===== src/rtl/proc_run_monitor_pkg.sv =====
// rtl/proc_run_monitor_pkg.sv - state encoding and trace entry sizing shared by proc_run_monitor
package proc_run_monitor_pkg;

   typedef enum logic [1:0] {
      ST_IDLE = 2'd0,
      ST_HOLD = 2'd1,
      ST_RUN  = 2'd2,
      ST_DONE = 2'd3
   } run_state_t;

   localparam int DEF_DATA_W = 16;
   localparam int DEF_CNT_W  = 16;

   // One trace entry is {core_out, cycle_cnt}.
   function automatic int trace_entry_w(input int data_w, input int cnt_w);
      return data_w + cnt_w;
   endfunction

endpackage


===== src/rtl/proc_mon_trace_fifo.sv =====
// rtl/proc_mon_trace_fifo.sv - first-word-fall-through trace FIFO that reports pushes dropped on full
module proc_mon_trace_fifo #(
   parameter int WIDTH = 32,
   parameter int DEPTH = 16
) (
   input  logic             i_clk,
   input  logic             i_reset,
   input  logic             i_flush,
   input  logic             i_push,
   input  logic [WIDTH-1:0] i_wdata,
   input  logic             i_ready,
   output logic             o_valid,
   output logic [WIDTH-1:0] o_rdata,
   output logic             o_drop
);

   localparam int AW = (DEPTH > 1) ? $clog2(DEPTH) : 1;

   logic [WIDTH-1:0] r_mem [DEPTH];
   logic [AW:0]      r_wr_ptr;
   logic [AW:0]      r_rd_ptr;
   logic             w_empty;
   logic             w_full;
   logic             w_pop;
   logic             w_wr_en;

   assign w_empty = (r_wr_ptr == r_rd_ptr);
   assign w_full  = (r_wr_ptr[AW] != r_rd_ptr[AW]) &&
                    (r_wr_ptr[AW-1:0] == r_rd_ptr[AW-1:0]);
   assign w_pop   = !w_empty && i_ready;
   // A push into a full FIFO survives only if the head leaves in the same cycle.
   assign w_wr_en = i_push && (!w_full || w_pop);
   assign o_drop  = i_push && w_full && !w_pop;
   assign o_valid = !w_empty;
   assign o_rdata = r_mem[r_rd_ptr[AW-1:0]];

   always_ff @(posedge i_clk or posedge i_reset) begin
      if (i_reset) begin
         r_wr_ptr <= '0;
         r_rd_ptr <= '0;
      end else if (i_flush) begin
         r_wr_ptr <= '0;
         r_rd_ptr <= '0;
      end else begin
         if (w_wr_en) begin
            r_wr_ptr <= r_wr_ptr + 1'b1;
         end
         if (w_pop) begin
            r_rd_ptr <= r_rd_ptr + 1'b1;
         end
      end
   end

   always_ff @(posedge i_clk) begin
      if (w_wr_en) begin
         r_mem[r_wr_ptr[AW-1:0]] <= i_wdata;
      end
   end

endmodule


===== src/rtl/proc_run_monitor.sv =====
// rtl/proc_run_monitor.sv - reset sequencer, run-cycle counter and out-bus tracer for Processor_main
// Optional stall termination is built when PROC_RUN_MONITOR_STALL_DETECT_EN is defined.
module proc_run_monitor
   import proc_run_monitor_pkg::*;
#(
   parameter int DATA_W       = DEF_DATA_W,
   parameter int CNT_W        = DEF_CNT_W,
   parameter int RST_CYCLES   = 2,
   parameter int MAX_CYCLES   = 1024,
   parameter int TRACE_DEPTH  = 16
`ifdef PROC_RUN_MONITOR_STALL_DETECT_EN
   ,parameter int STALL_CYCLES = 64
`endif
) (
   input  logic              i_clk,
   input  logic              i_reset,
   input  logic              i_start,
   output logic              o_core_reset,
   input  logic [DATA_W-1:0] i_core_out,
   input  logic              i_expect_en,
   input  logic [DATA_W-1:0] i_expect_val,
   output logic              o_busy,
   output logic              o_done,
   output logic              o_pass,
   output logic              o_timeout,
   output logic [CNT_W-1:0]  o_cycle_cnt,
   output logic              o_trace_valid,
   input  logic              i_trace_ready,
   output logic [DATA_W-1:0] o_trace_data,
   output logic [CNT_W-1:0]  o_trace_time,
   output logic              o_trace_overflow
`ifdef PROC_RUN_MONITOR_STALL_DETECT_EN
   ,output logic             o_stall
`endif
);

   localparam int               LP_ENTRY_W   = trace_entry_w(DATA_W, CNT_W);
   localparam int               LP_HOLD_W    = (RST_CYCLES > 1) ? $clog2(RST_CYCLES) : 1;
   localparam logic [LP_HOLD_W-1:0] LP_HOLD_INIT = LP_HOLD_W'(RST_CYCLES - 1);
   localparam logic [CNT_W-1:0] LP_LAST_CYCLE = CNT_W'(MAX_CYCLES - 1);

   run_state_t              r_state;
   run_state_t              w_state_next;
   logic [LP_HOLD_W-1:0]    r_hold_cnt;
   logic [CNT_W-1:0]        r_cycle_cnt;
   logic [DATA_W-1:0]       r_prev;
   logic                    r_pass;
   logic                    r_timeout;
   logic                    r_overflow;

   logic                    w_start_ok;
   logic                    w_match;
   logic                    w_last;
   logic                    w_push;
   logic                    w_drop;
   logic                    w_stall_hit;
   logic                    w_end_pass;
   logic                    w_end_timeout;
   logic                    w_end_stall;
   logic                    w_core_reset;
   logic                    w_busy;
   logic                    w_done;
   logic [LP_ENTRY_W-1:0]   w_trace_entry;

   assign w_start_ok = i_start && ((r_state == ST_IDLE) || (r_state == ST_DONE));
   assign w_match    = i_expect_en && (i_core_out == i_expect_val);
   assign w_last     = (r_cycle_cnt == LP_LAST_CYCLE);
   // cycle_cnt is zero only on the first RUN cycle, which is always captured.
   assign w_push     = (r_state == ST_RUN) &&
                       ((r_cycle_cnt == '0) || (i_core_out != r_prev));

`ifdef PROC_RUN_MONITOR_STALL_DETECT_EN
   localparam logic [CNT_W-1:0] LP_STALL_LAST = CNT_W'(STALL_CYCLES - 1);

   logic [CNT_W-1:0] r_stall_cnt;
   logic             r_stall;

   assign w_stall_hit = !w_push && (r_stall_cnt == LP_STALL_LAST);
   assign o_stall     = r_stall;

   always_ff @(posedge i_clk or posedge i_reset) begin
      if (i_reset) begin
         r_stall_cnt <= '0;
         r_stall     <= 1'b0;
      end else if (w_start_ok) begin
         r_stall_cnt <= '0;
         r_stall     <= 1'b0;
      end else if (r_state == ST_RUN) begin
         r_stall_cnt <= w_push ? '0 : r_stall_cnt + 1'b1;
         if (w_end_stall) begin
            r_stall <= 1'b1;
         end
      end
   end
`else
   assign w_stall_hit = 1'b0;
`endif

   always_ff @(posedge i_clk or posedge i_reset) begin
      if (i_reset) begin
         r_state <= ST_IDLE;
      end else begin
         r_state <= w_state_next;
      end
   end

   always_comb begin
      w_state_next  = r_state;
      w_core_reset  = 1'b1;
      w_busy        = 1'b0;
      w_done        = 1'b0;
      w_end_pass    = 1'b0;
      w_end_timeout = 1'b0;
      w_end_stall   = 1'b0;
      case (r_state)
         ST_IDLE: begin
            if (i_start) begin
               w_state_next = ST_HOLD;
            end
         end
         ST_HOLD: begin
            w_busy = 1'b1;
            if (r_hold_cnt == '0) begin
               w_state_next = ST_RUN;
            end
         end
         ST_RUN: begin
            w_busy       = 1'b1;
            w_core_reset = 1'b0;
            // Termination priority: match, then cycle limit, then stall.
            if (w_match) begin
               w_end_pass   = 1'b1;
               w_state_next = ST_DONE;
            end else if (w_last) begin
               w_end_timeout = 1'b1;
               w_state_next  = ST_DONE;
            end else if (w_stall_hit) begin
               w_end_stall  = 1'b1;
               w_state_next = ST_DONE;
            end
         end
         ST_DONE: begin
            w_done = 1'b1;
            if (i_start) begin
               w_state_next = ST_HOLD;
            end
         end
         default: begin
            w_state_next = ST_IDLE;
         end
      endcase
   end

   always_ff @(posedge i_clk or posedge i_reset) begin
      if (i_reset) begin
         r_hold_cnt  <= '0;
         r_cycle_cnt <= '0;
         r_prev      <= '0;
         r_pass      <= 1'b0;
         r_timeout   <= 1'b0;
         r_overflow  <= 1'b0;
      end else if (w_start_ok) begin
         r_hold_cnt  <= LP_HOLD_INIT;
         r_cycle_cnt <= '0;
         r_pass      <= 1'b0;
         r_timeout   <= 1'b0;
         r_overflow  <= 1'b0;
      end else begin
         if (w_drop) begin
            r_overflow <= 1'b1;
         end
         if ((r_state == ST_HOLD) && (r_hold_cnt != '0)) begin
            r_hold_cnt <= r_hold_cnt - 1'b1;
         end
         if (r_state == ST_RUN) begin
            r_prev <= i_core_out;
            // The counter freezes on the terminating cycle so it reports where the run ended.
            if (w_state_next == ST_RUN) begin
               r_cycle_cnt <= r_cycle_cnt + 1'b1;
            end
            if (w_end_pass) begin
               r_pass <= 1'b1;
            end
            if (w_end_timeout) begin
               r_timeout <= 1'b1;
            end
         end
      end
   end

   assign w_trace_entry = {i_core_out, r_cycle_cnt};

   logic [LP_ENTRY_W-1:0] w_trace_head;

   proc_mon_trace_fifo #(
      .WIDTH (LP_ENTRY_W),
      .DEPTH (TRACE_DEPTH)
   ) u_trace_fifo (
      .i_clk   (i_clk),
      .i_reset (i_reset),
      .i_flush (w_start_ok),
      .i_push  (w_push),
      .i_wdata (w_trace_entry),
      .i_ready (i_trace_ready),
      .o_valid (o_trace_valid),
      .o_rdata (w_trace_head),
      .o_drop  (w_drop)
   );

   assign o_trace_data     = w_trace_head[LP_ENTRY_W-1:CNT_W];
   assign o_trace_time     = w_trace_head[CNT_W-1:0];
   assign o_core_reset     = w_core_reset;
   assign o_busy           = w_busy;
   assign o_done           = w_done;
   assign o_pass           = r_pass;
   assign o_timeout        = r_timeout;
   assign o_cycle_cnt      = r_cycle_cnt;
   assign o_trace_overflow = r_overflow;

endmodule


===== config.mk =====
export PLATFORM = sky130hd
export DESIGN_NAME = proc_run_monitor
export DESIGN_NICKNAME = d
export VERILOG_FILES = /design/src/rtl/proc_run_monitor_pkg.sv /design/src/rtl/proc_mon_trace_fifo.sv /design/src/rtl/proc_run_monitor.sv
export SDC_FILE = /design/constraint.sdc
export NUM_CORES = 1
export LEC_CHECK = 0
export CORE_MARGIN = 4
export CORE_UTILIZATION = 45
export CTS_CLUSTER_DIAMETER = 50
export CTS_CLUSTER_SIZE = 20
export DETAILED_ROUTE_END_ITERATION = 10
export SLEW_MARGIN = 20
export SYNTH_ARGS = -nofsm -noshare
export SYNTH_HDL_FRONTEND = slang
export SYNTH_HIERARCHICAL = 1
export SYNTH_SLANG_ARGS = --single-unit

===== constraint.sdc =====
create_clock -name i_clk -period 5.4 [get_ports i_clk]
set_input_delay 0.54 -clock i_clk [delete_from_list [all_inputs] [get_ports i_clk]]
set_output_delay 0.54 -clock i_clk [all_outputs]
set_load 0.1 [all_outputs]

== After elaboration in Yosys (flattened, before gate mapping) ==
Memories as Yosys holds them, arrays and structs flattened.
Index checks and enable logic that the tools add are counted.

* Reduce and logical (&&, ||, !) cells: 31
* Add/sub/neg operators: 4
* Muxes and demuxes: 32
* Bitwise operators: 1
* Equality and inequality tests: 10

{| class="wikitable"
|+ Operator list
! operator !! number
|-
| 16-bit two-way mux || 3
|-
| 1-bit two-way mux || 20
|-
| 5-bit two-way mux || 4
|-
| 16-bit by 1-bit adder with 16-bit output, second input constant || 1
|-
| 16-bit by 10-bit equality test with 1-bit output, second input constant || 1
|-
| 16-bit equality test || 1
|-
| 16-bit zero test || 1
|-
| 16-bit inequality test || 1
|-
| 2-bit nonzero test || 8
|-
| 5-bit by 1-bit adder with 5-bit output, second input constant || 2
|-
| 1-bit logical AND || 9
|-
| 2-bit two-way mux || 4
|-
| 2-bit AND reduction || 4
|-
| 2-bit equality test, second input constant || 3
|-
| 2-bit one-hot mux with 3 select lines || 1
|-
| 5-bit equality test || 1
|-
| 4-bit equality test || 1
|-
| 2-bit OR reduction || 2
|-
| 1-bit zero test || 3
|-
| 1-bit logical OR || 3
|-
| 2-bit by 1-bit equality test with 1-bit output, second input constant || 1
|-
| 2-bit zero test || 1
|-
| 1-bit inequality test || 1
|-
| 1-bit NOT || 1
|-
| 1-bit subtractor, second input constant || 1
|}

* RAM bits: 512
* Logic and storage cells: 88
* Output and inout port bits: 55
* Input bits: 37
* Flip-flop bits (word level): 48
* Memories kept: 1

{| class="wikitable"
|+ Memories
! memory !! words !! width !! rd ports !! clocked after memory_dff !! write ports !! line !! source
|-
| u_trace_fifo.r_mem || 16 || 32 || 1 || 0 || 1 || proc_mon_trace_fifo.sv:19 || <nowiki>logic [WIDTH-1:0] r_mem [DEPTH];</nowiki>
|}

== Logic depth before layout (Yosys ltp) ==
Gate-level depths: netlist of run 1.

* Word-level depth: 8
* Depth in mapped cells: 10

== Cells and area by module ==
The synthesis of run 1 kept the hierarchy.

{| class="wikitable"
|+ By module, submodules not included
! module !! instances !! seq. area each (um2) !! area an instance (um2) !! cells each
|-
| proc_mon_trace_fifo || 1 || 15625.0 || 20320.7 || 953
|-
| proc_run_monitor || 1 || 950.9 || 2302.2 || 229
|}

== Worst setup path before layout of run 1 ==
Ideal clock, no wire load.

* Kind: reg2reg
* Start: reg r_cycle_cnt[8] (netlist: o_cycle_cnt[8])
* End: reg u_trace_fifo.r_wr_ptr[4]
* Required time: 5273 ps
* Setup slack: 1010 ps
* Setup time: 127 ps
* Arrival: 4263 ps
* Stages on the path, launching flop included: 10
* Period minus slack after synthesis: 4390 ps
* Cell sequence: dfrtp_1 clkbuf_1 nor4_1 nand3b_1 nor4_1 nand3_1 a21oi_1 nand3_1 a21oi_1 mux2_2

* Cells in the longest elaborated chain, start to end: 5

{| class="wikitable"
|+ Ends and longest elaborated chain
! what !! line !! source
|-
| start: declaration || proc_run_monitor.sv:45 || <nowiki>logic [CNT_W-1:0] r_cycle_cnt;</nowiki>
|-
| start signal: assignment || proc_run_monitor.sv:179 || <nowiki>r_cycle_cnt <= r_cycle_cnt + 1'b1;</nowiki>
|-
| 16-bit zero test || proc_run_monitor.sv:70 || <nowiki>((r_cycle_cnt == '0) || (i_core_out != r_prev));</nowiki>
|-
| 1-bit logical OR || proc_run_monitor.sv:70 ||
|-
| 1-bit logical AND || proc_run_monitor.sv:69 || <nowiki>assign w_push = (r_state == ST_RUN) &&</nowiki>
|-
| via w_push || proc_run_monitor.sv:54 || <nowiki>logic w_push;</nowiki>
|-
| 1-bit logical AND || proc_mon_trace_fifo.sv:32 || <nowiki>assign w_wr_en = i_push && (!w_full || w_pop);</nowiki>
|-
| 2-bit nonzero test (no source line) || n/a ||
|-
| end signal: assignment || proc_mon_trace_fifo.sv:46 || <nowiki>r_wr_ptr <= r_wr_ptr + 1'b1;</nowiki>
|-
| end: declaration || proc_mon_trace_fifo.sv:20 || <nowiki>logic [AW:0] r_wr_ptr;</nowiki>
|}

The timed path passes the listed nets, and every way through them passes these cells.
A chain may end at the register's enable or synchronous reset.

== Worst setup path in the final report of run 1 ==
* Start: reg u_trace_fifo.r_rd_ptr[0]
* End: out o_trace_time[0]

* Cells in the longest elaborated chain, start to end: 1

{| class="wikitable"
|+ Ends and longest elaborated chain
! what !! line !! source
|-
| start: declaration || proc_mon_trace_fifo.sv:21 || <nowiki>logic [AW:0] r_rd_ptr;</nowiki>
|-
| start signal: assignment || proc_mon_trace_fifo.sv:49 || <nowiki>r_rd_ptr <= r_rd_ptr + 1'b1;</nowiki>
|-
| memory read 16 x 32 bit || n/a ||
|-
| end: declaration || proc_run_monitor.sv:30 || <nowiki>output logic [CNT_W-1:0] o_trace_time,</nowiki>
|}

Every way passes these cells.

==> results.tsv, run 1 <==
stage	metric	value	unit
sta	max_freq	223	MHz
placed_design	gp_congestion	0.755	
pwr	power_density	562	nW/µm²
setup_path	worstPathArrival	3940	ps
placed_design	dp.final_hpwl	32000	µm
detailed_routing	drtPass1Iterations	5	
synthesis	syn_avg_cell_area	19.1	µm²
sta	maxSlewViolCount	0	
final_layout	nets	1373	
detailed_routing	drc	0	
synthesis	synth_seq_cells	560	
sta	post-route-period-util	82.9	%
global_route	gr-total-overflow	0	
sta	skew	19.1	ps
clocking	post_cts_resized	0	
clocking	cts_buffer_depth	3	
clocking	cts_tree	yes	
pwr	leakage	8.55	nW
floorplanning	dieArea	53900	µm²
setup_path	start_kind	flip-flop	
floorplanning	start_util	45.8	%
placed_design	io_buffers	91	
synthesis	synth_nets	1230	
synthesis	ys_seq_area_share	73.3	%
setup_path	reg2reg_slack	1370	ps
hold_path	hp-class	primary input to asynchronous set/reset pin	
clocking	clk_pin_slew	80	ps
synthesis	syn_inst	1182	
global_route	grt_pass1_wl	79800	µm
final_layout	nFillCells	3883	
final_layout	drive_above_1_share	25.7	%
floorplanning	die_x	232	µm
global_route	antenna_found_initial	1	
detailed_routing	vias_per_cell	5.80	
floorplanning	ios	92	
setup_path	cp_max_fo	28	
final_layout	diodes	0	
sta	hold_viol	0	
floorplanning	dieHeight	232	µm
floorplanning	coreArea	49400	µm²
clocking	postCtsHoldBufs	0	
clocking	cts.root.buffer_cell	clkbuf_16	
sta	fin_tns_setup	0	ps
global_route	grt_pass1_vias	11900	
setup_path	timing_worst_setup_path_type	flip-flop to output pin	
placed_design	place_inst	1939	
detailed_routing	wire_per_inst	26.5	µm
placed_design	place_area	24600	µm²
sta	slew_headroom	31.5	%
synthesis	yosys_most_used_dff	edfxtp_1	
final_layout	finalNonFillerCells	2028	
clocking	worstSkewPairLatency	590	ps
job	drv_cap	0	
sta	setup_viol	0	
pwr	power	14.8	mW
status	status	finished, final reports clean	
global_route	grt_max_degree	59	
sta	rsz0062_at_grt	false	
synthesis	synth-edff-count	512	
clocking	postCtsSetupBuffers	0	
setup_path	cp.required	4860	ps
synthesis	yosysWarnings	6	
sta	period_minus_slack	4480	ps
floorplanning	num_rows	81	
detailed_routing	wirelength	53800	µm
detailed_routing	ant_nets	0	
detailed_routing	drt_iter0_drc	1153	
clocking	cts.sinks	560	
pwr	ir_drop	0.549	mV
sta	max_slew.worst_pin.slew	1030	ps
detailed_routing	vias	11800	
setup_path	end_kind	output pin	
final_layout	area_growth	16.3	%
clocking	h-tree-depth	2	
final_layout	fin_area	26300	µm²
global_route	grtUsageTotal	20.1	%
synthesis	async_reset_ff_share	8.57	%
clocking	numCtsBuffers	48	
synthesis	synth_cell_type_count	59	
synthesis	syn_area	22600	µm²
## cell usage after synthesis, drive strengths merged (3+ instances only)
master   instances  area share [%]
buf             34             1.1
a31oi           32            0.88
a21boi           3            0.18
nor3             5            0.11
or3              7            0.19
mux2            20             1.0
o311ai           3            0.12
a21oi           23            0.51
edfxtp         512              68
ha              11            0.61
o2111ai          3            0.12
mux4           128              13
or2              3           0.083
o21ai            6            0.13
nand4           12            0.33
xor2            11            0.43
nor2b           36             1.0
nand3b           3            0.10
inv             16            0.27
xnor2           23            0.92
nand3            9            0.20
and4             3            0.13
nor4             7            0.22
clkbuf          31            0.52
nand2           78             1.3
dfrtp           48             5.3
and3            21            0.60
nor2            20            0.33
a211oi          32             1.1
o31ai           12            0.40
or4             11            0.37
## cell type report
| type | count | area (µm²) | share of cell area, % |
|---|---|---|---|
| tap | 664 | 831 | 3.16 |
| multi-input combinational | 539 | 5650 | 21.5 |
| timing repair buffer | 158 | 1450 | 5.51 |
| sequential | 560 | 16600 | 63.1 |
| clock inverter | 35 | 444 | 1.69 |
| clock buffer | 54 | 1280 | 4.85 |
| inverter | 18 | 67.6 | 0.257 |
## path summary, 6_finish.rpt
| path | cells past startpoint | to | startpoint |
|---|---|---|---|
| max | 6 | o_trace_time[0] | u_trace_fifo/r_rd_ptr[0]$_DFFE_PP0P_ |
| min | 2 | u_trace_fifo/r_rd_ptr[3]$_DFFE_PP0P_ | i_reset |
| max reg2reg | 9 | u_trace_fifo/r_mem[14][26]$_DFFE_PP_ | o_cycle_cnt[1]$_DFFE_PP0P_ |
| min reg2reg | 1 | r_prev[6]$_DFFE_PP0P_ | r_prev[6]$_DFFE_PP0P_ |
| max in group asynchronous | 2 | o_trace_overflow$_DFFE_PP0P_ | i_reset |
| min in group i_clk | 1 | r_prev[6]$_DFFE_PP0P_ | r_prev[6]$_DFFE_PP0P_ |
## through the flow
| stage | hold slack, ps | setup slack [ps] | util, % |
|---|---|---|---|
| finish | 397 | 922 | 53.3 |
| CTS | 405 | 778 | 53.3 |
| detailed placement | 518 | 1160 | 49.8 |
| floorplan | 380 | 1010 | - |
| global placement | 511 | 1290 | 49.8 |
| global route | 421 | 710 | 53.3 |
## cell usage in the layout (no fill, tap or decap), drive strengths merged, types with 9 or more instances in the layout
cell type	instances
a21oi	23
or4	11
nand2	78
nand4	12
clkdlybuf4s50	75
clkinv	17
dfrtp	48
o31ai	12
nor2b	36
clkbuf	54
mux4	128
a31oi	32
xnor2	23
inv	30
xor2	11
buf	83
nand3	9
nor2	20
a211oi	32
mux2	20
edfxtp	512
ha	11
and3	21
## routing by layer
layer / wire length [µm] / track usage (%) / part of all wire [%]
met1: 23500 / 29.5 / 44
met2: 25300 / 31.2 / 47
met3: 3760 / 3.77 / 7.0
met4: 1210 / 5.98 / 2.2
met5: 0 / 0 / 0
## critical path: stages, from the launching register on
cell,delay (ps)
dfrtp_4,830
buf_4,400
mux4_2,540
nor2b_1,140
a211oi_1,300
a31oi_1,110
clkdlybuf4s50_1,1000
## state kept, by name, indices dropped and copies added, names as in the netlist
register               count
u_trace_fifo/r_mem       512
o_cycle_cnt               16
r_prev                    16
u_trace_fifo/r_rd_ptr      5
u_trace_fifo/r_wr_ptr      5
r_state                    2
o_pass                     1
o_timeout                  1
o_trace_overflow           1
r_hold_cnt                 1
## where the power goes
group	total, mW	internal (mW)	switching, mW
clock network	3.67	1.95	1.72
registers	5.37	5.03	0.337
logic	5.74	1.83	3.92
total	14.8	8.81	5.98
## kinds of logic (layout without fill, tap and decap cells)
logic type,after synthesis,in the layout,synth area share [%]
buf+inv,83,265,1.94
flops,560,560,73.3
simple gates,221,221,5.15
fa+ha+maj,11,11,0.608
mux,149,149,13.8
xor+xnor,34,34,1.35
compound gates,124,124,3.90
(Power assumes the default switching activity.)
==> run 2, diff against run 1 <==
- clock period: 5.4 -> 4.3 ns (I/O delays scaled with it)
==> results.tsv, run 2 (same netlist as run 1, synthesis figures left out) <==
stage	metric	value	unit
placed_design	gp_congestion	0.763	
pwr	p_sw_share	40.7	%
hold_path	hp-class	primary input to asynchronous set/reset pin	
detailed_routing	vias_per_cell	5.83	
floorplanning	start_util	45.8	%
sta	post-route-period-util	88.5	%
setup_path	start_kind	flip-flop	
sta	hold_viol	0	
placed_design	dp.final_hpwl	33000	µm
global_route	grtUsageTotal	20.3	%
sta	period_minus_slack	3800	ps
setup_path	end_kind	output pin	
final_layout	nets	1380	
clocking	cts.root.buffer_cell	clkbuf_16	
detailed_routing	ant_nets	0	
pwr	switchingPower	7.54	mW
floorplanning	dieHeight	232	µm
detailed_routing	wire_per_inst	26.7	µm
global_route	gr-total-overflow	0	
global_route	grt_pass1_wl	80900	µm
final_layout	largest_reg_flops	512	
status	status	finished, final reports clean	
pwr	seqPwrFrac	35.6	%
sta	slew_headroom	24.7	%
sta	max_slew.worst_pin.slew	1120	ps
global_route	grt_use_met1	30.7	%
final_layout	drive_above_1_share	27.0	%
detailed_routing	drc	0	
global_route	antenna_found_initial	0	
global_route	grt_max_degree	80	
detailed_routing	drtPass1Iterations	5	
clocking	postCtsSetupBuffers	0	
sta	fin_tns_setup	0	ps
final_layout	finalNonFillerCells	2033	
global_route	busiest_layer	met2	
job	drv_cap	0	
setup_path	cp_max_fo	33	
final_layout	area_growth	16.6	%
pwr	power_density	703	nW/µm²
setup_path	rr_worst_depth	7	
clocking	cts.sinks	560	
clocking	post_cts_resized	0	
setup_path	cp.required	3870	ps
floorplanning	num_rows	81	
clocking	numCtsBuffers	46	
pwr	internal_power	11.0	mW
placed_design	place_inst	1948	
clocking	postCtsHoldBufs	0	
clocking	h-tree-depth	2	
sta	fin_hold_ws	325	ps
pwr	leakage	8.62	nW
sta	setup_slack	496	ps
final_layout	nFillCells	3892	
floorplanning	coreArea	49400	µm²
pwr	pwr-share-clk	24.5	%
clocking	worstSkewPairLatency	590	ps
final_layout	final_common_cell	edfxtp_1	
global_route	grt_pass1_vias	12200	
placed_design	io_buffers	91	
clocking	cts_buffer_depth	3	
final_layout	diodes	0	
floorplanning	ios	92	
setup_path	timing_worst_setup_path_type	flip-flop to output pin	
final_layout	final_cell_mix	512 x edfxtp_1, 128 x mux4_2, 94 x buf_4	
detailed_routing	vias	11900	
sta	rsz0062_at_grt	false	
clocking	clk_pin_slew	80	ps
floorplanning	die_x	232	µm
detailed_routing	wirelength	54300	µm
placed_design	pre_cts_slack	109	ps
sta	max_freq	263	MHz
pwr	comb_power_share	39.9	%
global_route	grtUsageMet2	31.5	%
global_route	grtUsageMet3	2.51	%
detailed_routing	drt_iter0_drc	1071	
pwr	ir_drop	0.606	mV
sta	maxSlewViolCount	0	
clocking	cts_tree	yes	
sta	skew	20.5	ps
floorplanning	dieArea	53900	µm²
setup_path	worstPathArrival	3370	ps
sta	setup_viol	0	
-- run 2: stage by stage --
step | total power [mW] | util [%] | cell area, µm²
after floorplan | 12.3 | - | 22600
after global placement | 14.1 | 50.1 | 24700
after detailed placement | 14.2 | 50.1 | 24700
after CTS | 18.7 | 53.4 | 26400
after global routing | 19.3 | 53.4 | 26400
final | 18.5 | 53.4 | 26400
-- run 2: worst paths after layout --
kind,startpoint,end,slack [ps]
max in group asynchronous,i_reset,r_state[0]$_DFF_PP0_,3160
setup reg to reg,o_cycle_cnt[12]$_DFFE_PP0P_,u_trace_fifo/r_mem[13][7]$_DFFE_PP_,800
hold reg to reg,r_prev[10]$_DFFE_PP0P_,r_prev[10]$_DFFE_PP0P_,530
hold / removal,i_reset,u_trace_fifo/r_wr_ptr[0]$_DFFE_PP0P_,330
min in group i_clk,r_prev[10]$_DFFE_PP0P_,r_prev[10]$_DFFE_PP0P_,530
setup / recovery,u_trace_fifo/r_rd_ptr[0]$_DFFE_PP0P_,o_trace_time[0],500
-- run 2: metal layers --
metal | vias up | part of all wire (%)
met2 | 318 | 47
met5 | - | 0
li1 | 5111 | -
met3 | 67 | 4.7
met4 | 0 | 2.3
met1 | 6363 | 46
-- run 2: power by group through the flow --
stage / Clock (mW) / Sequential [mW] / Combinational (mW)
5_1_grt: 4.85 / 6.65 / 7.77
2_1_floorplan: 0 / 6.63 / 5.65
4_1_cts: 4.64 / 6.61 / 7.47
3_3_place_gp: 0 / 6.71 / 7.43
6_report: 4.55 / 6.60 / 7.40
3_5_place_dp: 0 / 6.73 / 7.45
-- run 2: area by class of cell --
cell class / count / area (µm²) / area share [%]
clock buffer: 54 / 1260 / 4.80
inverter: 18 / 67.6 / 0.256
multi-input combinational: 539 / 5650 / 21.4
timing repair buffer: 167 / 1590 / 6.01
tap: 664 / 831 / 3.15
clock inverter: 31 / 390 / 1.48
sequential: 560 / 16600 / 62.9
-- run 2: critical path, cell delays in order (launching register included) --
cell,delay (ps)
dfrtp_4,930
buf_4,390
mux4_2,520
nor2b_1,140
a211oi_1,300
a31oi_1,150
buf_4,340
==> run 3, diff against run 2 <==
--- a/config.mk
+++ b/config.mk
@@ -10,4 +10,4 @@
 export CTS_CLUSTER_DIAMETER = 50
-export CTS_CLUSTER_SIZE = 20
 export DETAILED_ROUTE_END_ITERATION = 10
+export DONT_BUFFER_PORTS = 1
 export SLEW_MARGIN = 20
==> constraint.sdc (replaced) <==
create_clock -name i_clk -period 4.3 [get_ports i_clk]
set_input_delay 0.86 -clock i_clk [delete_from_list [all_inputs] [get_ports i_clk]]
set_output_delay 0.86 -clock i_clk [all_outputs]
set_load 0.1 [all_outputs]
==> results.tsv, run 3 (same netlist as run 1, synthesis figures left out) <==
stage	metric	value	unit
detailed_routing	drt_iter0_drc	827	
final_layout	largest_reg_flops	512	
detailed_routing	ant_nets	0	
hold_path	hp-class	primary input to asynchronous set/reset pin	
global_route	grt_use_met1	26.8	%
sta	rsz0062_at_grt	false	
detailed_routing	wirelength	50800	µm
final_layout	drive_above_1_share	30.3	%
sta	hold_viol	0	
global_route	grtUsageMet3	4.16	%
global_route	gr-total-overflow	0	
clocking	cts_tree	yes	
sta	post-route-period-util	92.8	%
sta	setup_viol	0	
floorplanning	dieHeight	232	µm
setup_path	end_kind	output pin	
pwr	power_density	725	nW/µm²
global_route	grtUsageMet2	31.1	%
pwr	leakage	8.51	nW
floorplanning	num_rows	81	
setup_path	rr_startpoint	o_cycle_cnt[2]$_DFFE_PP0P_	
global_route	grtUsageTotal	19.1	%
placed_design	place_inst	1875	
final_layout	area_growth	15.8	%
final_layout	final_common_cell	edfxtp_1	
clocking	h-tree-depth	2	
clocking	post_cts_resized	0	
clocking	postCtsSetupBuffers	0	
job	drv_cap	0	
final_layout	nets	1320	
global_route	busiest_layer	met2	
sta	max_freq	251	MHz
global_route	grt_pass1_wl	76800	µm
detailed_routing	vias	11500	
sta	period_minus_slack	3990	ps
clocking	numCtsBuffers	59	
sta	maxSlewViolCount	0	
placed_design	io_buffers	0	
pwr	ir_drop	0.679	mV
detailed_routing	drc	0	
floorplanning	start_util	45.8	%
setup_path	rr_worst_depth	9	
setup_path	start_kind	flip-flop	
clocking	cts.sinks	560	
detailed_routing	drtPass1Iterations	5	
sta	skew	14.1	ps
placed_design	dp.final_hpwl	29400	µm
floorplanning	dieArea	53900	µm²
setup_path	critPathLaunch	u_trace_fifo/r_rd_ptr[2]$_DFFE_PP0P_	
clocking	clk_pin_slew	60	ps
placed_design	gp_congestion	0.779	
detailed_routing	wire_per_inst	25.6	µm
final_layout	final_cell_mix	512 x edfxtp_1, 128 x mux4_2, 79 x buf_4	
sta	slew_headroom	26.9	%
detailed_routing	vias_per_cell	5.77	
clocking	worstSkewPairLatency	600	ps
global_route	grt_pass1_vias	11900	
clocking	cts_buffer_depth	3	
setup_path	reg2reg_slack	990	ps
status	status	finished, final reports clean	
global_route	grt_max_degree	57	
setup_path	cp.required	3440	ps
clocking	postCtsHoldBufs	0	
final_layout	diodes	0	
sta	max_slew.worst_pin.slew	1100	ps
setup_path	worstPathArrival	3130	ps
setup_path	r2r-end	u_trace_fifo/r_mem[0][8]$_DFFE_PP_	
floorplanning	die_x	232	µm
setup_path	timing_worst_setup_path_type	flip-flop to output pin	
global_route	antenna_found_initial	0	
floorplanning	ios	92	
sta	fin_tns_setup	0	ps
clocking	cts.root.buffer_cell	clkbuf_16	
final_layout	finalNonFillerCells	1986	
setup_path	cp_max_fo	48	
floorplanning	coreArea	49400	µm²
setup_path	crit_path_end	o_trace_data[0]	
run 3: how the worst min path moves through the flow:
stage | startpoint | end | slack (ps)
2_1_floorplan | r_prev[13]$_DFFE_PP0P_ | r_prev[13]$_DFFE_PP0P_ | 500
3_3_place_gp | r_prev[1]$_DFFE_PP0P_ | r_prev[1]$_DFFE_PP0P_ | 510
3_5_place_dp | r_prev[7]$_DFFE_PP0P_ | r_prev[7]$_DFFE_PP0P_ | 520
4_1_cts | i_reset | u_trace_fifo/r_wr_ptr[2]$_DFFE_PP0P_ | 120
5_1_grt | i_reset | u_trace_fifo/r_wr_ptr[0]$_DFFE_PP0P_ | 150
6_report | i_reset | u_trace_fifo/r_rd_ptr[3]$_DFFE_PP0P_ | 140
run 3: per-layer routing:
| layer | wire length (µm) | part of all wire, % |
|---|---|---|
| met3 | 2720 | 5.4 |
| met4 | 889 | 1.7 |
| met2 | 24800 | 49 |
| met5 | 0 | 0 |
| met1 | 22400 | 44 |
run 3: metrics by stage:
step | utilization (%) | hold slack (ps) | power, mW | setup slack (ps) | instance area (µm²)
2_1_floorplan | - | 502 | 12.3 | 536 | 22600
4_1_cts | 53.1 | 121 | 19.2 | 249 | 26200
5_1_grt | 53.1 | 149 | 19.8 | 101 | 26200
3_5_place_dp | 49.1 | 517 | 14.1 | 905 | 24200
3_3_place_gp | 49.1 | 511 | 14.0 | 902 | 24200
6_report | 53.1 | 145 | 19.0 | 309 | 26200
run 3: power breakdown:
group | switching, mW | leakage, nW | internal [mW]
clock network | 2.04 | 0.978 | 3.07
registers | 0.361 | 5.27 | 6.33
logic | 4.92 | 2.26 | 2.28
run 3: final cells by class:
cell class	count	area, µm²
multi-input combinational	539	5850
sequential	560	16600
inverter	18	67.6
clock buffer	76	1620
timing repair buffer	94	893
fill	3910	23100
clock inverter	35	349
tap	664	831
run 3: worst max-delay path, stage by stage, from the launching register on:
cell and delay, ps:
dfrtp_4 930, buf_12 300, mux4_2 320, nor2b_1 160, a211oi_1 440, a31oi_2 60, buf_4 270
